==> src/rtl/hamming_pkg.sv <==
// Shared constants and types for the Hamming serialiser.
// HAMMING_PARIDADE_GLOBAL_EN adds an overall parity bit s15, which makes a 16-bit SECDED frame.
package hamming_pkg;

  localparam int N_DADOS  = 11;
  localparam int N_CODIGO = 15;
  localparam int CNT_W    = 5;

`ifdef HAMMING_PARIDADE_GLOBAL_EN
  localparam int N_QUADRO = N_CODIGO + 1;
`else
  localparam int N_QUADRO = N_CODIGO;
`endif

  typedef enum logic {
    OCIOSO = 1'b0,
    ENVIO  = 1'b1
  } estado_t;

endpackage

==> src/rtl/calcula_hamming.sv <==
// Combinational Hamming(15,11) encoder. s0 is the first bit sent.
// HAMMING_PARIDADE_GLOBAL_EN appends the even parity of s0..s14 as s15.
module calcula_hamming
  import hamming_pkg::*;
(
  input  logic [N_DADOS-1:0]  dado_i,
  output logic [N_QUADRO-1:0] codigo_o
);

  logic                p1, p2, p4, p8;
  logic [N_CODIGO-1:0] base;

  // Each check bit covers the codeword positions (1-based) whose index has that bit set.
  assign p1 = dado_i[0] ^ dado_i[1] ^ dado_i[3] ^ dado_i[4] ^ dado_i[6] ^ dado_i[8] ^ dado_i[10];
  assign p2 = dado_i[0] ^ dado_i[2] ^ dado_i[3] ^ dado_i[5] ^ dado_i[6] ^ dado_i[9] ^ dado_i[10];
  assign p4 = dado_i[1] ^ dado_i[2] ^ dado_i[3] ^ dado_i[7] ^ dado_i[8] ^ dado_i[9] ^ dado_i[10];
  assign p8 = dado_i[4] ^ dado_i[5] ^ dado_i[6] ^ dado_i[7] ^ dado_i[8] ^ dado_i[9] ^ dado_i[10];

  assign base = {dado_i[10:4], p8, dado_i[3:1], p4, dado_i[0], p2, p1};

`ifdef HAMMING_PARIDADE_GLOBAL_EN
  assign codigo_o = {^base, base};
`else
  assign codigo_o = base;
`endif

endmodule

==> src/rtl/escalonador_hamming.sv <==
// Two-requester arbiter that Hamming-encodes the granted word and sends it out serially, LSB first.
// HAMMING_PARIDADE_GLOBAL_EN (see hamming_pkg) selects a 16-bit frame instead of a 15-bit one.
module escalonador_hamming
  import hamming_pkg::*;
#(
  parameter int PRIO_FIXA = 0
) (
  input  logic               clk,
  input  logic               rst,
  input  logic               req0_valid,
  input  logic [N_DADOS-1:0] req0_dado,
  output logic               req0_ready,
  input  logic               req1_valid,
  input  logic [N_DADOS-1:0] req1_dado,
  output logic               req1_ready,
  output logic               tx_bit,
  output logic               tx_valid,
  output logic               tx_inicio,
  output logic               tx_fonte,
  output logic               ocupado
);

  localparam logic [CNT_W-1:0] ULTIMO = CNT_W'(N_QUADRO - 1);

  estado_t               estado_q;
  logic                  ptr_q;
  logic [CNT_W-1:0]      cnt_q;
  logic [N_QUADRO-1:0]   shift_q;
  logic                  fonte_q;
  logic                  inicio_q;

  logic                  grant0, grant1;
  logic                  ocioso;
  logic                  transfer;
  logic [N_DADOS-1:0]    dado_sel;
  logic [N_QUADRO-1:0]   codigo;

  // ptr_q names the requester that wins when both are valid.
  always_comb begin
    grant0 = 1'b0;
    grant1 = 1'b0;
    if (PRIO_FIXA != 0) begin
      grant0 = req0_valid;
      grant1 = req1_valid & ~req0_valid;
    end else begin
      grant0 = req0_valid & (~req1_valid | ~ptr_q);
      grant1 = req1_valid & (~req0_valid | ptr_q);
    end
  end

  assign ocioso     = (estado_q == OCIOSO) & ~rst;
  assign req0_ready = ocioso & grant0;
  assign req1_ready = ocioso & grant1;
  assign transfer   = req0_ready | req1_ready;
  assign dado_sel   = grant1 ? req1_dado : req0_dado;

  calcula_hamming u_calcula_hamming (
    .dado_i   (dado_sel),
    .codigo_o (codigo)
  );

  // The shift register is cleared at the end of each frame, so tx_bit is 0 while idle.
  always_ff @(posedge clk or posedge rst) begin
    if (rst) begin
      estado_q <= OCIOSO;
      ptr_q    <= 1'b0;
      cnt_q    <= '0;
      shift_q  <= '0;
      fonte_q  <= 1'b0;
      inicio_q <= 1'b0;
    end else begin
      case (estado_q)
        OCIOSO: begin
          if (transfer) begin
            estado_q <= ENVIO;
            shift_q  <= codigo;
            fonte_q  <= grant1;
            ptr_q    <= grant0;
            cnt_q    <= '0;
            inicio_q <= 1'b1;
          end
        end
        ENVIO: begin
          inicio_q <= 1'b0;
          if (cnt_q == ULTIMO) begin
            estado_q <= OCIOSO;
            cnt_q    <= '0;
            shift_q  <= '0;
            fonte_q  <= 1'b0;
          end else begin
            cnt_q    <= cnt_q + 1'b1;
            shift_q  <= shift_q >> 1;
          end
        end
        default: estado_q <= OCIOSO;
      endcase
    end
  end

  assign tx_bit    = shift_q[0];
  assign tx_valid  = (estado_q == ENVIO);
  assign tx_inicio = inicio_q;
  assign tx_fonte  = fonte_q;
  assign ocupado   = (estado_q != OCIOSO);

endmodule
==> config.mk <==
export PLATFORM = sky130hd
export DESIGN_NAME = escalonador_hamming
export DESIGN_NICKNAME = d
export VERILOG_FILES = /design/src/rtl/hamming_pkg.sv /design/src/rtl/calcula_hamming.sv /design/src/rtl/escalonador_hamming.sv
export SDC_FILE = /design/constraint.sdc
export NUM_CORES = 1
export LEC_CHECK = 0
export CORE_MARGIN = 2
export CORE_UTILIZATION = 56
export CTS_CLUSTER_DIAMETER = 30
export DETAILED_ROUTE_END_ITERATION = 6
export DONT_BUFFER_PORTS = 1
export GPL_TIMING_DRIVEN = 0
export PLACE_DENSITY_LB_ADDON = 0.05
export SYNTH_ARGS = -nofsm -noshare
export SYNTH_HDL_FRONTEND = slang
export SYNTH_HIERARCHICAL = 1
export SYNTH_SLANG_ARGS = --single-unit
export TNS_END_PERCENT = 1
==> constraint.sdc <==
create_clock -name clk -period 2.9 [get_ports clk]
set_input_delay 0.58 -clock clk [delete_from_list [all_inputs] [get_ports clk]]
set_output_delay 0.58 -clock clk [all_outputs]
set_load 0.03 [all_outputs]
==> Word level (Yosys, flattened, before mapping) <==
Index checks and enable logic that the tools add are counted.
W data, S select, Z words.
{ "word_totals": {"regBits": 24} }
{ "classes": {"add_sub_neg": 1, "n_eq_ne": 3, "n_mux": 15, "bitwise_logic": 37, "n_reduce_logical": 2} }
{ "ops": {"columns": ["operator", "n"], "rows": [
  ["$pmux W15 S2", 1],
  ["$xor A1 B1 Y1", 24],
  ["$mux W15", 1],
  ["$mux W14", 1],
  ["$mux W11", 1],
  ["$mux W5", 2],
  ["$pmux W5 S2", 1],
  ["$pmux W1 S2", 3],
  ["$add A5 B1 Y5 const B", 1],
  ["$and A1 B1 Y1", 5],
  ["$eq A5 B4 Y1 const B", 1],
  ["$mux W1", 5],
  ["$not A1 Y1", 5],
  ["$reduce_and A2 Y1", 2],
  ["$or A1 B1 Y1", 3],
  ["$ne A2 B1 Y1 const B", 1],
  ["$ne A2 B2 Y1 const B", 1]
]} }

==> Longest topological paths before layout <==
Gate-level depths: netlist (run 1).
{ "logic_depth": {"word_depth": 12, "mapped_depth": 9, "depth_no_buf": 7} }

==> Cells and area by module <==
The synthesis (run 1) kept the hierarchy.
{ "by_module_without_submodules": {"columns": ["mod", "n_inst", "cells_per_inst", "area_each_um2"], "rows": [
  ["escalonador_hamming", 1, 108, 1338.8],
  ["calcula_hamming", 1, 27, 327.8]
]} }

==> Least setup slack after synthesis (run 1) <==
Ideal clock, no wire load.
{ "synth_path": {"path_kind": "input port to flip-flop", "from": "input req0_valid", "to": "register shift_q[0]", "arrival_ps": 2352, "slack_ps": 418, "cell_stages": 9, "path_cell_list": "nand2b_1 > nand2_1 > buf_4 > mux2_2 > xor3_2 > xnor3_1 > buf_4 > mux2i_1 > o2bb2ai_1"} }
{ "synth_rtl": {"columns": ["item", "line_no", "text"], "rows": [
  ["start, declared", "escalonador_hamming.sv:10", "input logic req0_valid,"],
  ["$not A1 Y1", "escalonador_hamming.sv:47", "grant1 = req1_valid & (~req0_valid | ptr_q);"],
  ["$or A1 B1 Y1", "escalonador_hamming.sv:47", null],
  ["$and A1 B1 Y1", "escalonador_hamming.sv:47", null],
  ["$mux W11", "escalonador_hamming.sv:55", "assign dado_sel = grant1 ? req1_dado : req0_dado;"],
  ["via dado_sel[3]", "escalonador_hamming.sv:35", "logic [N_DADOS-1:0] dado_sel;"],
  ["$xor A1 B1 Y1 (5 in series)", "calcula_hamming.sv:14", "assign p1 = dado_i[0] ^ dado_i[1] ^ dado_i[3] ^ dado_i[4] ^ dado_i[6] ^ dado_i[8] ^ dado_i[10];"],
  ["via u_calcula_hamming.p1", "calcula_hamming.sv:10", "logic p1, p2, p4, p8;"],
  ["$mux W15", "escalonador_hamming.sv:74", "if (transfer) begin"],
  ["$pmux W15 S2", "escalonador_hamming.sv:72", "case (estado_q)"],
  ["end signal, assigned", "escalonador_hamming.sv:76", "shift_q <= codigo;"],
  ["end signal, assigned", "escalonador_hamming.sv:92", "shift_q <= shift_q >> 1;"],
  ["end, declared", "escalonador_hamming.sv:28", "logic [N_QUADRO-1:0] shift_q;"]
]} }
The timed path passes the listed nets, and every way through them passes these cells. The select of a mux whose other input is x is not followed.
A chain may end at the register's enable or synchronous reset.

==> Worst setup path after layout (run 1) <==
{ "layout_path": {"from": "register estado_q, in the netlist ocupado", "to": "output req1_ready"} }
{ "layout_via": {"elab_chain_cells": 3} }
{ "layout_rtl": {"columns": ["item", "line_no", "text"], "rows": [
  ["start, declared", "escalonador_hamming.sv:25", "estado_t estado_q;"],
  ["start signal, assigned", "escalonador_hamming.sv:65", "estado_q <= OCIOSO;"],
  ["start signal, assigned", "escalonador_hamming.sv:75", "estado_q <= ENVIO;"],
  ["start signal, assigned", "escalonador_hamming.sv:86", "estado_q <= OCIOSO;"],
  ["$not A1 Y1 (no line)", null, null],
  ["$and A1 B1 Y1", "escalonador_hamming.sv:51", "assign ocioso = (estado_q == OCIOSO) & ~rst;"],
  ["$and A1 B1 Y1", "escalonador_hamming.sv:53", "assign req1_ready = ocioso & grant1;"],
  ["end, declared", "escalonador_hamming.sv:15", "output logic req1_ready,"]
]} }
Every way passes these cells.

==> results, run 1 <==
- The path class of the tightest hold or removal check is input pin to asynchronous set/reset pin.
- The I/O pin count is 33.
- The core region is 0.00278 sq mm.
- The maximum root-to-sink buffer count is 2.
- For the worst setup path, the data arrival time is 2.07 ns.
- Leaving out fill and tap cells, the most frequent cell in the layout is sky130_fd_sc_hd__dfrtp_1.
- The total inserted antenna cells is 0.
- The synthesized design devotes to its leading area cell type 36.0% of total area.
- The routed layout has 1,020 vias.
- Routability-driven placement finished with a final weighted congestion of 0.739.
- The leakage power total is 0.854 nW.
- Cells with a size suffix above 1 make up 32.4% of the layout.
- The share of flip-flops with an asynchronous set or reset after synthesis is 100%.
- The maximum clock frequency is 0.377 GHz.
- Among all flip-flop cells after synthesis, the most frequent one is sky130_fd_sc_hd__dfrtp_1.
- The worst path in the final design needs a cycle of 2.65 ns, including I/O delays and setup.
- For the final database, setup skew stands at 0.00538 ns.
- In this run the tool buffered the top-level ports with 0 buffer cells.
- The clock tree from TritonCTS is yes.
- The first global-routing pass estimated 5.07 mm of wire.
- The depth of the most critical reg-to-reg path is 9.
- The maximum number of pins on one net before global-route repair is 25.
- The worst-case IR drop observed on VDD is 0.000705 V.
- The number of H-tree levels is 1.
- Yosys mapped a number of flops with a built-in enable equal to 0.
- The post-cts resize count is 0.
- The worst setup path is of the flip-flop to primary output kind.
- The via count of the first global-routing pass is 1,064.
- The non-filler instance count after layout is 170.
- The clock latency of the later-clocked register in the worst-skew pair is 0.31 ns.
- Setup repair after global routing left no endpoint under its margin.
- In this run the mean area of a mapped cell was 12.3 sq um.
- The count of antenna-violating nets left after detailed routing is 0.
- The number of register bits inferred by synthesis is 24.
- For this design, the CTS-stage hold fixing added 0 buffers.
- The die span in y is 58.6 um.
- After floorplanning, the core was divided into 19 placement rows.
- For this run, the number of Yosys warnings is 6.
- The signed area change from the synthesized netlist to the final layout is 5.48%.
- After detailed routing, the total wire length is 2.87 mm.
- The die covers 0.00343 sq mm.
- The die boundary width is 58.6 um.
- The slew at the pin closest to its max-slew limit is 0.893 ns.
- Clock-pin slew was measured on the worst setup and hold paths at 0.13 ns.
- Using the TritonRoute via totals, the vias-per-cell ratio works out to 6.00.
- The clock root buffer is sky130_fd_sc_hd__clkbuf_4.
- The setup TNS is 0 ns.
- The total setup buffers inserted after CTS is 0.
- The number of instances in the synthesized netlist is 135.
- The length of the first detailed-routing pass in iterations is 4.
- The initial antenna violation count came to 0.
- TritonCTS created 3 clock buffers.
- The max capacitance violation total is 0.
- At the worst endpoint, the required time is 2.32 ns.
- The net count after synthesis is 163.
- The number of setup violations in the final report is 0.
- The post-DP HPWL is 2.16 mm.
- The worst relative slew slack is 40.0%.
- Including well taps, the total number of placed cells is 166.
- The distinct cell type count of the synthesized netlist is 37.
- The share of the cycle needed by the critical path after routing is 91.4%.
- Leaving out fill and tap cells, the most frequent cells in the layout are sky130_fd_sc_hd__dfrtp_1, sky130_fd_sc_hd__buf_4, sky130_fd_sc_hd__mux2i_1.
- Yosys attributes the largest share of cell area to sky130_fd_sc_hd__dfrtp_1, sky130_fd_sc_hd__mux2i_1, sky130_fd_sc_hd__mux2_2, sky130_fd_sc_hd__buf_4, sky130_fd_sc_hd__o2bb2ai_1.
- The worst setup path is captured at a primary output.
- The clock sink count is 24.
- The netlist area before placement is 0.00167 sq mm.
- The overall global routing resource usage is 19.6%.
- The layout net count is 168.
- The type of element launching the critical path is a flip-flop.
- The post-synthesis sequential area ratio is 36.0%.
- The largest area contributor in the synthesized netlist is sky130_fd_sc_hd__dfrtp_1.
- The max-slew violation count was 0.
- The remaining global-route overflow is 0.
- The final hold violation count is 0.
- The starting DRC count in detailed routing is 23.
- The flow ran to the end, and the final reports show no timing, DRC or antenna violations.
- The maximum fanout encountered on the critical timing path is 10.
- After detailed routing, the number of remaining DRC violations is 0.
- The ratio of total power to cell area is 969 mW/mm^2.
- After detailed routing, the average wire length per cell comes to 16.9 um.
- Once the floorplan was initialized, standard cells occupied 59.9% of the core.
- Fill cells in the final layout number 230.
stage by stage:
step | cell area (sq um) | power (mW) | setup slack [ns] | utilization (%) | hold WS [ns]
floorplan | 1670 | 1.33 | 0.418 | - | 0.446
global placement | 1710 | 1.45 | 0.291 | 61.3 | 0.462
detailed placement | 1710 | 1.48 | 0.258 | 61.3 | 0.470
CTS | 1760 | 1.72 | 0.218 | 63.2 | 0.349
global route | 1760 | 1.83 | 0.157 | 63.2 | 0.352
finish | 1760 | 1.70 | 0.249 | 63.2 | 0.328
layout make-up:
type | count | area (sq um) | area share (%)
flip-flops and latches | 24 | 601 | 34.2
inverters | 4 | 15.0 | 0.854
clock inverters | 1 | 30.0 | 1.71
clock buffers | 3 | 22.5 | 1.28
multi-input cells | 84 | 867 | 49.3
plain buffers | 23 | 184 | 10.5
well taps | 31 | 38.8 | 2.21
sequential cells by signal, indices dropped and copies added, names as in the netlist:
name       flops
ptr_q          1
tx_fonte       1
tx_inicio      1
ocupado        1
cnt_q          5
shift_q       15
critical path, cell delays in order (launching register included):
cell and delay [ns]:
sky130_fd_sc_hd__dfrtp_1 0.53, sky130_fd_sc_hd__buf_6 0.20, sky130_fd_sc_hd__clkbuf_1 0.23, sky130_fd_sc_hd__nor3_1 0.79
path summary, 6_finish.rpt:
| check | slack (ns) | end | from |
|---|---|---|---|
| max | 0.25 | req1_ready | ocupado |
| min | 0.33 | tx_fonte | rst |
| max reg2reg | 0.34 | shift_q[0] | ptr_q |
| min reg2reg | 0.49 | shift_q[7] | shift_q[8] |
| max in group asynchronous | 2.02 | shift_q[8] | rst |
| min in group clk | 0.36 | ptr_q | req1_valid |
cell families (layout without fill, tap and decap cells):
kind of cell               count (synthesis)  in the layout  synth area share, %
adders and majority gates                  2              2                 1.50
muxes                                     27             27                 17.1
DFF                                       24             24                 36.0
AOI/OAI and AO/OA                         28             28                 15.1
and+or+nand+nor                           15             15                 5.41
buffers and inverters                     27             31                 11.9
xor gates and xnor gates                  12             12                 12.9
where the power goes:
group          switching [mW]  internal [mW]
registers               0.140          0.468
clock network          0.0972          0.140
logic                   0.364          0.495
total                   0.601           1.10
Yosys cell counts, types with 3 or more instances:
cell,n
sky130_fd_sc_hd__nand2_1,3
sky130_fd_sc_hd__buf_4,17
sky130_fd_sc_hd__buf_6,3
sky130_fd_sc_hd__xnor3_1,3
sky130_fd_sc_hd__o2bb2ai_1,14
sky130_fd_sc_hd__dfrtp_1,24
sky130_fd_sc_hd__mux2_2,12
sky130_fd_sc_hd__xnor2_1,3
sky130_fd_sc_hd__a21oi_1,3
sky130_fd_sc_hd__inv_1,4
sky130_fd_sc_hd__nor2_1,3
sky130_fd_sc_hd__mux2i_1,15
metal layers:
layer	routed length (um)	GRT usage (%)
met5	0	0
met4	40	4.98
met3	110	2.64
met2	1360	32.3
met1	1360	27.6
Power figures use the tool's default switching activity.
==> inputs of run 2 (changes only) <==
- TNS_END_PERCENT: 1 -> 20
==> results of run 2 <==
Final layout, timing and power as in run 1 (identical DEF).
